==> src/rtl/control_bus_rtc_pkg.sv <==
// Shared definitions for the RTC bus sequencer: state encoding, ack bit
// positions, default status address and the fixed-priority arbiter.
package control_bus_rtc_pkg;

    typedef enum logic [2:0] {
        IDLE   = 3'd0,
        DIR    = 3'd1,
        ESPERA = 3'd2,
        DATO   = 3'd3,
        FIN    = 3'd4
    } estado_t;

    localparam int ACK_STATUS = 0;
    localparam int ACK_ESCR   = 1;
    localparam int ACK_LECT   = 2;

    localparam logic [7:0] DIR_STATUS_DEF = 8'h00;

    // Status writes win over general writes, which win over reads.
    function automatic logic [2:0] arbitrar(input logic rs, input logic re, input logic rl);
        logic [2:0] g;
        g = 3'b000;
        if (rs) begin
            g[ACK_STATUS] = 1'b1;
        end else if (re) begin
            g[ACK_ESCR] = 1'b1;
        end else if (rl) begin
            g[ACK_LECT] = 1'b1;
        end else begin
            g = 3'b000;
        end
        return g;
    endfunction

endpackage

==> src/rtl/control_bus_rtc_contador_fase.sv <==
// Phase-length counter: counts cycles within a bus phase and flags the
// last cycle of the phase.
module contador_fase #(
    parameter int T_FASE = 4
) (
    input  logic reloj,
    input  logic resetM,
    input  logic clr,
    output logic tc
);

    localparam int CW = $clog2(T_FASE) + 1;

    logic [CW-1:0] cuenta_r;

    // Cycle counter, restarted at every state change.
    always_ff @(posedge reloj) begin
        if (resetM) begin
            cuenta_r <= '0;
        end else if (clr) begin
            cuenta_r <= '0;
        end else begin
            cuenta_r <= cuenta_r + CW'(1);
        end
    end

    assign tc = (cuenta_r == CW'(T_FASE - 1));

endmodule

==> src/rtl/control_bus_rtc.sv <==
// Arbiter and fixed-phase sequencer for the multiplexed address/data bus
// of the external RTC chip.
module control_bus_rtc
    import control_bus_rtc_pkg::*;
#(
    parameter int         T_FASE     = 4,
    parameter logic [7:0] DIR_STATUS = DIR_STATUS_DEF
) (
    input  logic       reloj,
    input  logic       resetM,
    input  logic       req_status,
    input  logic [7:0] dato_status,
    input  logic       req_escr,
    input  logic [7:0] dir_escr,
    input  logic [7:0] dato_escr,
    input  logic       req_lect,
    input  logic [7:0] dir_lect,
    input  logic [7:0] ad_in,
    output logic [7:0] ad_out,
    output logic       ad_oe,
    output logic       cs_n,
    output logic       a_d,
    output logic       wr_n,
    output logic       rd_n,
    output logic [2:0] ack,
    output logic [7:0] dato_leido,
    output logic       lect_valida,
    output logic       ocupado
);

    estado_t    estado_r, estado_sig_s;
    logic [2:0] gnt_r, gnt_sig_s, gnt_nuevo_s;
    logic [7:0] dir_r, dir_sig_s;
    logic [7:0] dato_r, dato_sig_s;
    logic       tc_s, clr_s;

    logic [7:0] ad_out_s;
    logic       ad_oe_s, cs_n_s, a_d_s, wr_n_s, rd_n_s, lect_valida_s;
    logic [2:0] ack_s;

    // Counter is held at zero in IDLE so every phase starts from a clean count.
    assign clr_s = (estado_sig_s != estado_r) || (estado_r == IDLE);

    contador_fase #(.T_FASE(T_FASE)) u_contador_fase (
        .reloj  (reloj),
        .resetM (resetM),
        .clr    (clr_s),
        .tc     (tc_s)
    );

    // Next-state sequencing through the fixed bus phases.
    always_comb begin
        estado_sig_s = estado_r;
        case (estado_r)
            IDLE: begin
                if (req_status || req_escr || req_lect) begin
                    estado_sig_s = DIR;
                end else begin
                    estado_sig_s = IDLE;
                end
            end
            DIR: begin
                if (tc_s) estado_sig_s = ESPERA;
                else      estado_sig_s = DIR;
            end
            ESPERA: begin
                if (tc_s) estado_sig_s = DATO;
                else      estado_sig_s = ESPERA;
            end
            DATO: begin
                if (tc_s) estado_sig_s = FIN;
                else      estado_sig_s = DATO;
            end
            FIN:     estado_sig_s = IDLE;
            default: estado_sig_s = IDLE;
        endcase
    end

    // Grant, address and write data are captured only while idle.
    always_comb begin
        gnt_nuevo_s = arbitrar(req_status, req_escr, req_lect);
        gnt_sig_s   = gnt_r;
        dir_sig_s   = dir_r;
        dato_sig_s  = dato_r;
        if (estado_r == IDLE) begin
            gnt_sig_s = gnt_nuevo_s;
            if (gnt_nuevo_s[ACK_STATUS]) begin
                dir_sig_s  = DIR_STATUS;
                dato_sig_s = dato_status;
            end else if (gnt_nuevo_s[ACK_ESCR]) begin
                dir_sig_s  = dir_escr;
                dato_sig_s = dato_escr;
            end else if (gnt_nuevo_s[ACK_LECT]) begin
                dir_sig_s  = dir_lect;
                dato_sig_s = 8'h00;
            end else begin
                dir_sig_s  = dir_r;
                dato_sig_s = dato_r;
            end
        end else begin
            gnt_sig_s = gnt_r;
        end
    end

    // Pad/strobe values for the state being entered, so the registered
    // outputs line up with the state itself.
    always_comb begin
        ad_out_s      = 8'h00;
        ad_oe_s       = 1'b0;
        cs_n_s        = 1'b1;
        a_d_s         = 1'b0;
        wr_n_s        = 1'b1;
        rd_n_s        = 1'b1;
        ack_s         = 3'b000;
        lect_valida_s = 1'b0;
        case (estado_sig_s)
            IDLE:   ack_s = 3'b000;
            DIR: begin
                cs_n_s   = 1'b0;
                wr_n_s   = 1'b0;
                ad_oe_s  = 1'b1;
                ad_out_s = dir_sig_s;
            end
            ESPERA: cs_n_s = 1'b1;
            DATO: begin
                cs_n_s = 1'b0;
                a_d_s  = 1'b1;
                if (gnt_sig_s[ACK_LECT]) begin
                    rd_n_s = 1'b0;
                end else begin
                    wr_n_s   = 1'b0;
                    ad_oe_s  = 1'b1;
                    ad_out_s = dato_sig_s;
                end
            end
            FIN: begin
                ack_s         = gnt_r;
                lect_valida_s = gnt_r[ACK_LECT];
            end
            default: ack_s = 3'b000;
        endcase
    end

    // State, latched transaction and registered bus outputs.
    always_ff @(posedge reloj) begin
        if (resetM) begin
            estado_r    <= IDLE;
            gnt_r       <= 3'b000;
            dir_r       <= 8'h00;
            dato_r      <= 8'h00;
            ad_out      <= 8'h00;
            ad_oe       <= 1'b0;
            cs_n        <= 1'b1;
            a_d         <= 1'b0;
            wr_n        <= 1'b1;
            rd_n        <= 1'b1;
            ack         <= 3'b000;
            dato_leido  <= 8'h00;
            lect_valida <= 1'b0;
            ocupado     <= 1'b0;
        end else begin
            estado_r    <= estado_sig_s;
            gnt_r       <= gnt_sig_s;
            dir_r       <= dir_sig_s;
            dato_r      <= dato_sig_s;
            ad_out      <= ad_out_s;
            ad_oe       <= ad_oe_s;
            cs_n        <= cs_n_s;
            a_d         <= a_d_s;
            wr_n        <= wr_n_s;
            rd_n        <= rd_n_s;
            ack         <= ack_s;
            lect_valida <= lect_valida_s;
            ocupado     <= (estado_sig_s != IDLE);
            if ((estado_r == DATO) && tc_s && gnt_r[ACK_LECT]) begin
                dato_leido <= ad_in;
            end else begin
                dato_leido <= dato_leido;
            end
        end
    end

endmodule
==> config.mk <==
export PLATFORM = sky130hd
export DESIGN_NAME = control_bus_rtc
export DESIGN_NICKNAME = d
export VERILOG_FILES = /design/src/rtl/control_bus_rtc_pkg.sv /design/src/rtl/control_bus_rtc_contador_fase.sv /design/src/rtl/control_bus_rtc.sv
export SDC_FILE = /design/constraint.sdc
export NUM_CORES = 1
export LEC_CHECK = 0
export CAP_MARGIN = 30
export CORE_MARGIN = 5
export CORE_UTILIZATION = 40
export CTS_CLUSTER_SIZE = 25
export DETAILED_ROUTE_END_ITERATION = 16
export HOLD_SLACK_MARGIN = 0.1
export PLACE_DENSITY = 0.79
export SLEW_MARGIN = 20
export SYNTH_ARGS = -nofsm -noshare
export SYNTH_HDL_FRONTEND = slang
export SYNTH_SLANG_ARGS = --single-unit
==> constraint.sdc <==
create_clock -name reloj -period 1.5 [get_ports reloj]
set_input_delay 0.3 -clock reloj [delete_from_list [all_inputs] [get_ports reloj]]
set_output_delay 0.3 -clock reloj [all_outputs]
set_load 0.01 [all_outputs]
==> PnR_summary.wiki, run 1 <==
{| class="wikitable"
! Metric !! Value
|-
| Area of the placeable core || 0.00507 sq mm
|-
| Min Hold Slack || 462 ps
|-
| Final worst slack || -8.03 ps
|-
| Congestion Overflow GR || 0
|-
| Critical hold path startpoint || gnt_r[0]
|-
| Ordered list of cells on the worst path || clkdlybuf4s50_1
|-
| Inserted Diodes || 0
|-
| Result of the run || finished, violations left
|-
| Number of synthesized register bits || 50
|-
| Syn Inst Count || 217
|-
| Sequential cell area fraction in the yosys report || 48.3%
|-
| Peak supply drop || 0.548 mV
|-
| Total clock buffers created by CTS || 5
|-
| Number of synthesized flops with an enable pin || 0
|-
| Total of hold buffers inserted after clock tree synthesis || 0
|-
| Delay of the slowest cell on the worst path || about 570 ps
|-
| Site Rows || 26
|-
| Crit path buffers/inverters || 1
|-
| Port buffer count || 70
|-
| H-tree Lvls || 2
|-
| Clock root buffer master || clkbuf_8
|-
| DRC violations left || 0
|-
| Routed Antenna Nets || 0
|-
| Crit Path Category || reg -> out
|-
| Number of synthesis warnings || 0
|-
| Power per Cell Area || approximately 880 mW/mm^2
|-
| Setup crit start kind || flip-flop
|-
| Start point of the critical path || rd_n
|-
| X dimension of the die || 82.0 microns
|-
| First-pass GRT wire length || 8.80 mm
|-
| Area delta synth->final || 59.7%
|-
| Post-Syn Area per Cell || between 9 and 10 sq um
|-
| Unrepaired setup endpoints after global routing || true
|-
| Primary flip-flop cell chosen by synthesis mapping || dfxtp_1
|-
| Slew Viols, Final || 0
|-
| Static Leakage || 1.57 nW
|-
| Clock Skew || about 11 ps
|-
| Largest buffer count on any clock path || 2
|-
| Wirelength per Cell || 14.4 microns
|-
| Violation count after the first detailed-route iteration || 57
|-
| Vertical die dimension || just over 80 microns
|-
| Violations in the final reports || setup timing
|-
| Number of nets in the layout || 358
|-
| Clk Latency, worst-skew pair || 300 ps
|-
| Count of pins on the block boundary || 71
|-
| Slowest cell on crit path || clkdlybuf4s50_1
|-
| TritonCTS clock tree || built
|-
| Number of hold-slack violations in the final timing report || 0
|-
| Final setup fails || 1
|-
| Timing-limited maximum frequency || around 660 MHz
|-
| Total routed wirelength || 5.51 mm
|-
| Proportion of layout cells with a drive suffix above 1 || 24.4%
|-
| Sum of negative setup slack || -8.03 ps
|-
| Routed vias/inst || 4.99
|-
| CTS clk-pin slew, worst paths || around 90 ps
|-
| Minimum clock period after layout || 1510 ps
|-
| Distinct cells, synth || 41
|-
| Max-slew headroom at the worst pin || 78.1%
|-
| Via count of the first global-routing pass || 1,939
|-
| Actual slew at the worst max-slew pin || around 320 ps
|-
| CP required || approximately 1200 ps
|-
| Final HPWL DP || 4.08 mm
|-
| Global-route usage over all layers || 17.0%
|-
| Worst path top cell family by delay || buffers and inverters
|-
| Initial cell density of the core || 40.9%
|-
| Final standard cell area without fillers || ~0.0033 sq mm
|-
| Max Fanout on Critical Path || 1
|-
| Leading cell type in the layout, fill and taps excluded || clkdlybuf4s50_1
|-
| HP Class || reg -> reg
|-
| Maxcap violations || 0
|-
| Detailed-routing iteration count for the pre-antenna-repair pass || 4
|-
| DP Area || 0.00303 sq mm
|-
| Number of antenna violations at the first check in global routing || 0
|-
| Crit path DAT || 1210 ps
|-
| Async S/R FF share, synth || 0%
|-
| Area enclosed by the die boundary || 0.00672 sq mm
|-
| Final core utilization || between 60 and 70%
|-
| Endpoint class of the critical path || output port
|-
| Worst R2R Start || u_contador_fase.cuenta_r[0]
|-
| Period utilisation layout || 101%
|-
| Clock sink count || 50
|-
| Placer congestion estimate || 0.823
|-
| Syn Std Cell Area || 0.00207 sq mm
|-
| Post-synthesis net count || around 260
|-
| Maximum number of pins on one net before global-route repair || 25
|-
| Most frequent cells in the layout || clkdlybuf4s50_1, dfxtp_1, nor2_1, buf_4, inv_1
|-
| Total via count in the routed design || 1,908
|}
==> per-stage QoR <==
step	power [mW]	instances	setup WS (ps)
after floorplan	1.69	217	1.24
after global placement	1.94	372	-395
after detailed placement	1.95	372	-473
after CTS	2.92	381	-39.3
after global routing	3.05	382	-65.2
final	2.92	382	-8.03
==> synthesized netlist by cell type (2+ instances only) <==
| library cell | instances | share of area [%] |
|---|---|---|
| a221oi_1 | 5 | 2.1 |
| buf_2 | 6 | 1.4 |
| a21oi_2 | 2 | 0.85 |
| buf_6 | 3 | 1.6 |
| nand2b_1 | 4 | 1.2 |
| a2111oi_4 | 2 | 2.7 |
| a21oi_1 | 3 | 0.72 |
| a22oi_1 | 7 | 2.5 |
| o21ai_0 | 3 | 0.72 |
| clkbuf_1 | 4 | 0.72 |
| buf_4 | 2 | 0.72 |
| a21boi_0 | 5 | 1.8 |
| dfxtp_1 | 50 | 48 |
| a2bb2oi_1 | 5 | 2.1 |
| nor3_1 | 4 | 0.97 |
| and2_1 | 2 | 0.60 |
| mux2i_1 | 10 | 4.8 |
| nor4_1 | 2 | 0.60 |
| nor2_1 | 37 | 6.7 |
| nor2b_1 | 5 | 1.5 |
| nand2_1 | 6 | 1.1 |
| a22o_1 | 3 | 1.3 |
| or3_1 | 3 | 0.91 |
| ha_1 | 2 | 1.2 |
| inv_1 | 15 | 2.7 |
| o22ai_1 | 12 | 3.6 |
==> per-layer routing <==
layer,vias up,track usage [%],share of wire [%]
met5,-,0,0
met1,905,20.0,43
met2,48,29.6,50
met3,8,4.06,4.9
li1,947,-,-
met4,0,6.64,2.0
==> final timing paths <==
kind	endpoint	slack, ps	cells after the start
worst max-delay path	rd_n	-8	1
worst min-delay path	gnt_r[0]	460	2
worst max register to register	ad_out[0]	10	7
worst min register to register	gnt_r[0]	460	2
==> cell families (layout without fill, tap and decap cells) <==
group | Yosys count | count (layout) | synth area share, %
muxes | 10 | 10 | 4.83
xor gates and xnor gates | 2 | 2 | 0.845
and+or+nand+nor | 70 | 70 | 16.4
AOI/OAI and AO/OA | 52 | 52 | 21.0
buffers and inverters | 31 | 126 | 7.42
adders and majority gates | 2 | 2 | 1.21
DFF | 50 | 50 | 48.3
==> state kept, by name (all words and copies together), names as in the netlist <==
signal,cells
u_contador_fase.cuenta_r,3
dir_r,8
cs_n,1
wr_n,1
estado_r,3
dato_r,8
ocupado,1
dato_leido,8
ack,3
gnt_r,3
ad_oe,1
a_d,1
rd_n,1
ad_out,8
==> layout make-up <==
type	count	area, sq um
clock buffers	5	68.8
clock inverters	3	47.5
fillers	422	1760
inverters	15	56.3
multi-input cells	136	1050
flip-flops and latches	50	1000
well taps	70	87.6
repair buffers	103	1000
==> what timing repair did <==
action                     in CTS  in global routing
setup endpoints to repair      28                 41
pin swaps                       5                 10
gates resized for setup        24                 25
buffers inserted                1                  2
==> power by group <==
| group | leakage (nW) | internal (mW) | switching (mW) | total (mW) |
|---|---|---|---|---|
| clock | 0.0587 | 0.505 | 0.451 | 0.956 |
| combinational | 1.11 | 0.303 | 0.240 | 0.544 |
| sequential | 0.410 | 1.39 | 0.0274 | 1.42 |
| total | 1.57 | 2.20 | 0.718 | 2.92 |
Power figures use the tool's default switching activity.
==> inputs of run 2 (changes only) <==
--- a/config.mk
+++ b/config.mk
@@ -6,7 +6,7 @@
 export NUM_CORES = 1
 export LEC_CHECK = 0
 export CAP_MARGIN = 30
-export CORE_MARGIN = 5
+export CORE_MARGIN = 3
 export CORE_UTILIZATION = 40
 export CTS_CLUSTER_SIZE = 25
 export DETAILED_ROUTE_END_ITERATION = 16
==> run 2 against run 1 <==
Effect of this change: the flow still finishes with violations (setup timing); register-to-register slack got worse by 50 ps; utilization increased by 3.9 points; sequential share of layout area decreased by 0.39 points; clock power decreased by 20%; clock-buffer cell count unchanged; die area decreased by 9.5%; critical path type is now reg -> reg; critical endpoint is now ad_out[4].
==> PnR_summary.wiki, run 2 (synthesis gave the netlist of run 1 again) <==
{| class="wikitable"
! Metric !! Value
|-
| Combinational power share || 21.9% (+3.3 points)
|-
| CP required || 1730 ps (+530 ps)
|-
| X dimension of the die || 78.0 microns (-4.9%)
|-
| Final worst slack || -42.6 ps (-34.5 ps)
|-
| H-tree Lvls || 2 (unchanged)
|-
| Detailed-routing iteration count for the pre-antenna-repair pass || 4 (unchanged)
|-
| Minimum clock period after layout || 1540 ps (+34.5 ps)
|-
| HP Class || reg -> reg
|-
| Worst R2R Start || estado_r[1]
|-
| Static Leakage || 1.64 nW (+4.1%)
|-
| Setup crit start kind || flip-flop
|-
| Congestion Overflow GR || 0 (unchanged)
|-
| Hold depth || 2 (unchanged)
|-
| First-pass GRT wire length || 9.09 mm (+3.4%)
|-
| Min Hold Slack || 470 ps (+7.59 ps)
|-
| Number of hold-slack violations in the final timing report || 0 (unchanged)
|-
| Maximum number of pins on one net before global-route repair || 25 (unchanged)
|-
| Unrepaired setup endpoints after global routing || true
|-
| Area delta synth->final || 62.8%
|-
| Count of pins on the block boundary || 71 (unchanged)
|-
| Max-slew headroom at the worst pin || 77.4% (-0.72 points)
|-
| Area taken by flip-flops and latches || 0.00101 sq mm (+0.62%)
|-
| Initial cell density of the core || 42.5% (+1.6 points)
|-
| Final standard cell area without fillers || 0.00337 sq mm (+1.9%)
|-
| Final setup fails || 5 (+4)
|-
| Routed vias/inst || 5.05 (+1.1%)
|-
| Total routed wirelength || 5.77 mm (+4.7%)
|-
| Via count of the first global-routing pass || 1,918 (-1.1%)
|-
| Area enclosed by the die boundary || 0.00608 sq mm (-9.5%)
|-
| Site Rows || 25 (-3.8%)
|-
| Number of antenna violations at the first check in global routing || 0 (unchanged)
|-
| Path depth of the worst reg2reg path || 5 (-2)
|-
| Area of the placeable core || 0.00488 sq mm (-3.8%)
|-
| Total via count in the routed design || 1,908 (unchanged)
|-
| FILL cells || 397 (-5.9%)
|-
| Final HPWL DP || 3.89 mm (-4.7%)
|-
| Clock sink count || 50 (unchanged)
|-
| TritonCTS clock tree || built
|-
| Power per Cell Area || 828 mW/mm^2 (-6.1%)
|-
| Max Fanout on Critical Path || 8 (+7)
|-
| Actual slew at the worst max-slew pin || 336 ps (+10.7 ps)
|-
| Worst-case hold path end point || gnt_r[0]
|-
| Area occupied by multi-input gates || 0.00110 sq mm (+5.4%)
|-
| Most frequent cells in the layout || clkdlybuf4s50_1, dfxtp_1, nor2_1, buf_4, dlymetal6s2s_1
|-
| Slowest cell on crit path || or3_4
|-
| Vertical die dimension || 78.0 microns (-4.9%)
|-
| DP Area || 0.00299 sq mm (-1.1%)
|-
| Proportion of total power due to net switching || 26.5% (+1.8 points)
|-
| Reg2Reg Capture Point || ad_out[4]
|-
| Total clock buffers created by CTS || 5 (unchanged)
|-
| Critical hold path startpoint || gnt_r[0]
|-
| Endpoint class of the critical path || flip-flop
|-
| Peak supply drop || 0.650 mV (+19%)
|-
| Delay of the slowest cell on the worst path || 420 ps (-150 ps)
|-
| Maxcap violations || 0 (unchanged)
|-
| Placer congestion estimate || 0.798 (-3.0%)
|-
| Wirelength per Cell || 15.3 microns (+5.8%)
|-
| Switching power of the nets || 739 uW (+2.8%)
|-
| Leading cell type in the layout, fill and taps excluded || clkdlybuf4s50_1
|-
| Ordered list of cells on the worst path || or3_4 > bufbuf_16 > o22ai_2 > a22oi_2 > o22ai_1
|-
| Port buffer count || 70 (unchanged)
|-
| Inserted Diodes || 0 (unchanged)
|-
| Violations in the final reports || setup timing
|-
| Timing-limited maximum frequency || 648 MHz (-2.2%)
|-
| Global-route usage over all layers || 19.1% (+2.1 points)
|-
| Register-to-register setup slack || -40 ps (-50 ps)
|-
| Power, Total || 2.79 mW (-4.3%)
|-
| Period utilisation layout || 103% (+2.3 points)
|-
| DRC violations left || 0 (unchanged)
|-
| Reg power frac || 50.7% (+2.1 points)
|-
| Internal power || 2.05 mW (-6.6%)
|-
| Crit Path Category || reg -> reg
|-
| CTS clk-pin slew, worst paths || 90 ps (about the same)
|-
| Largest buffer count on any clock path || 2 (unchanged)
|-
| Violation count after the first detailed-route iteration || 108 (+89%)
|-
| Number of nets in the layout || 358 (unchanged)
|-
| Proportion of layout cells with a drive suffix above 1 || 26.7% (+2.3 points)
|-
| Clock share of power || 27.4% (-5.4 points)
|-
| Crit path DAT || 1770 ps (+560 ps)
|-
| Clk Latency, worst-skew pair || 310 ps (about the same)
|-
| Clock Skew || 6.39 ps (-4.40 ps)
|-
| Slew Viols, Final || 0 (unchanged)
|-
| Result of the run || finished, violations left
|-
| Routed Antenna Nets || 0 (unchanged)
|-
| Clock root buffer master || clkbuf_8
|}
run 2: changes by cell type in the layout (fill, tap and decap cells not counted), sizes merged:
| cell | delta |
|---|---|
| bufbuf | +1 |
| bufinv | -1 |
| dlymetal6s2s | +4 |
| buf | -1 |
| clkdlybuf4s50 | -4 |
run 2: critical path: cells and delay by family (launching register included):
family / cells / cell delay, ps
simple gates: 1 / 420
flops: 1 / 370
compound gates: 3 / 370
buf+inv: 1 / 300
run 2: area by class of cell:
class                      instances  area share, %
clock inverter                     2          0.408
inverter                          15           1.67
timing repair buffer             103           30.8
clock buffer                       5           2.04
tap                               67           2.48
multi-input combinational        136           32.7
sequential                        50           30.0
run 2: timing repair:
| item | 4_1_cts | 5_1_grt |
|---|---|---|
| buffers inserted | 2 | 3 |
| hold buffers | 0 | 0 |
| pin swaps | 6 | 9 |
| cloned | 1 | 0 |
| endpoints found under the setup margin | 25 | 43 |
| endpoints found under the hold margin | 0 | 0 |
| gates resized for setup | 26 | 35 |
run 2: power groups by stage:
stage               clock (mW)  combinational (mW)  sequential, mW
floorplan                    0               0.244            1.45
global placement             0               0.492            1.44
CTS                      0.773               0.562            1.42
detailed placement           0               0.500            1.45
global route             0.856               0.656            1.42
finish                   0.765               0.611            1.42
run 2: worst max path at each step:
stage	from	to	slack, ps	depth (start not counted)
after CTS	estado_r[1]	ad_out[3]	-10	5
after floorplan	u_contador_fase.cuenta_r[0]	dato_leido[0]	1	7
after global routing	u_contador_fase.cuenta_r[0]	dato_leido[3]	-80	7
after global placement	req_status	ad_out[4]	-410	5
final	estado_r[1]	ad_out[4]	-40	5
after detailed placement	req_status	ad_out[7]	-430	6
run 2: layer usage:
metal,track usage (%),vias to the layer above,share of wire (%)
li1,-,942,-
met1,23.5,901,41
met2,33.0,57,52
met3,4.87,8,5.4
met4,5.24,0,1.2
met5,0,-,0
run 2: per-stage QoR:
step	util [%]	setup TNS (ps)	setup slack (ps)	std cells
final	69.2	-106	-42.6	378
after global routing	69.2	-1250	-83.5	378
after CTS	66.2	-14.4	-9.71	375
after detailed placement	61.3	-10600	-433	365
after global placement	61.3	-9930	-413	365
after floorplan	-	0	1.24	217
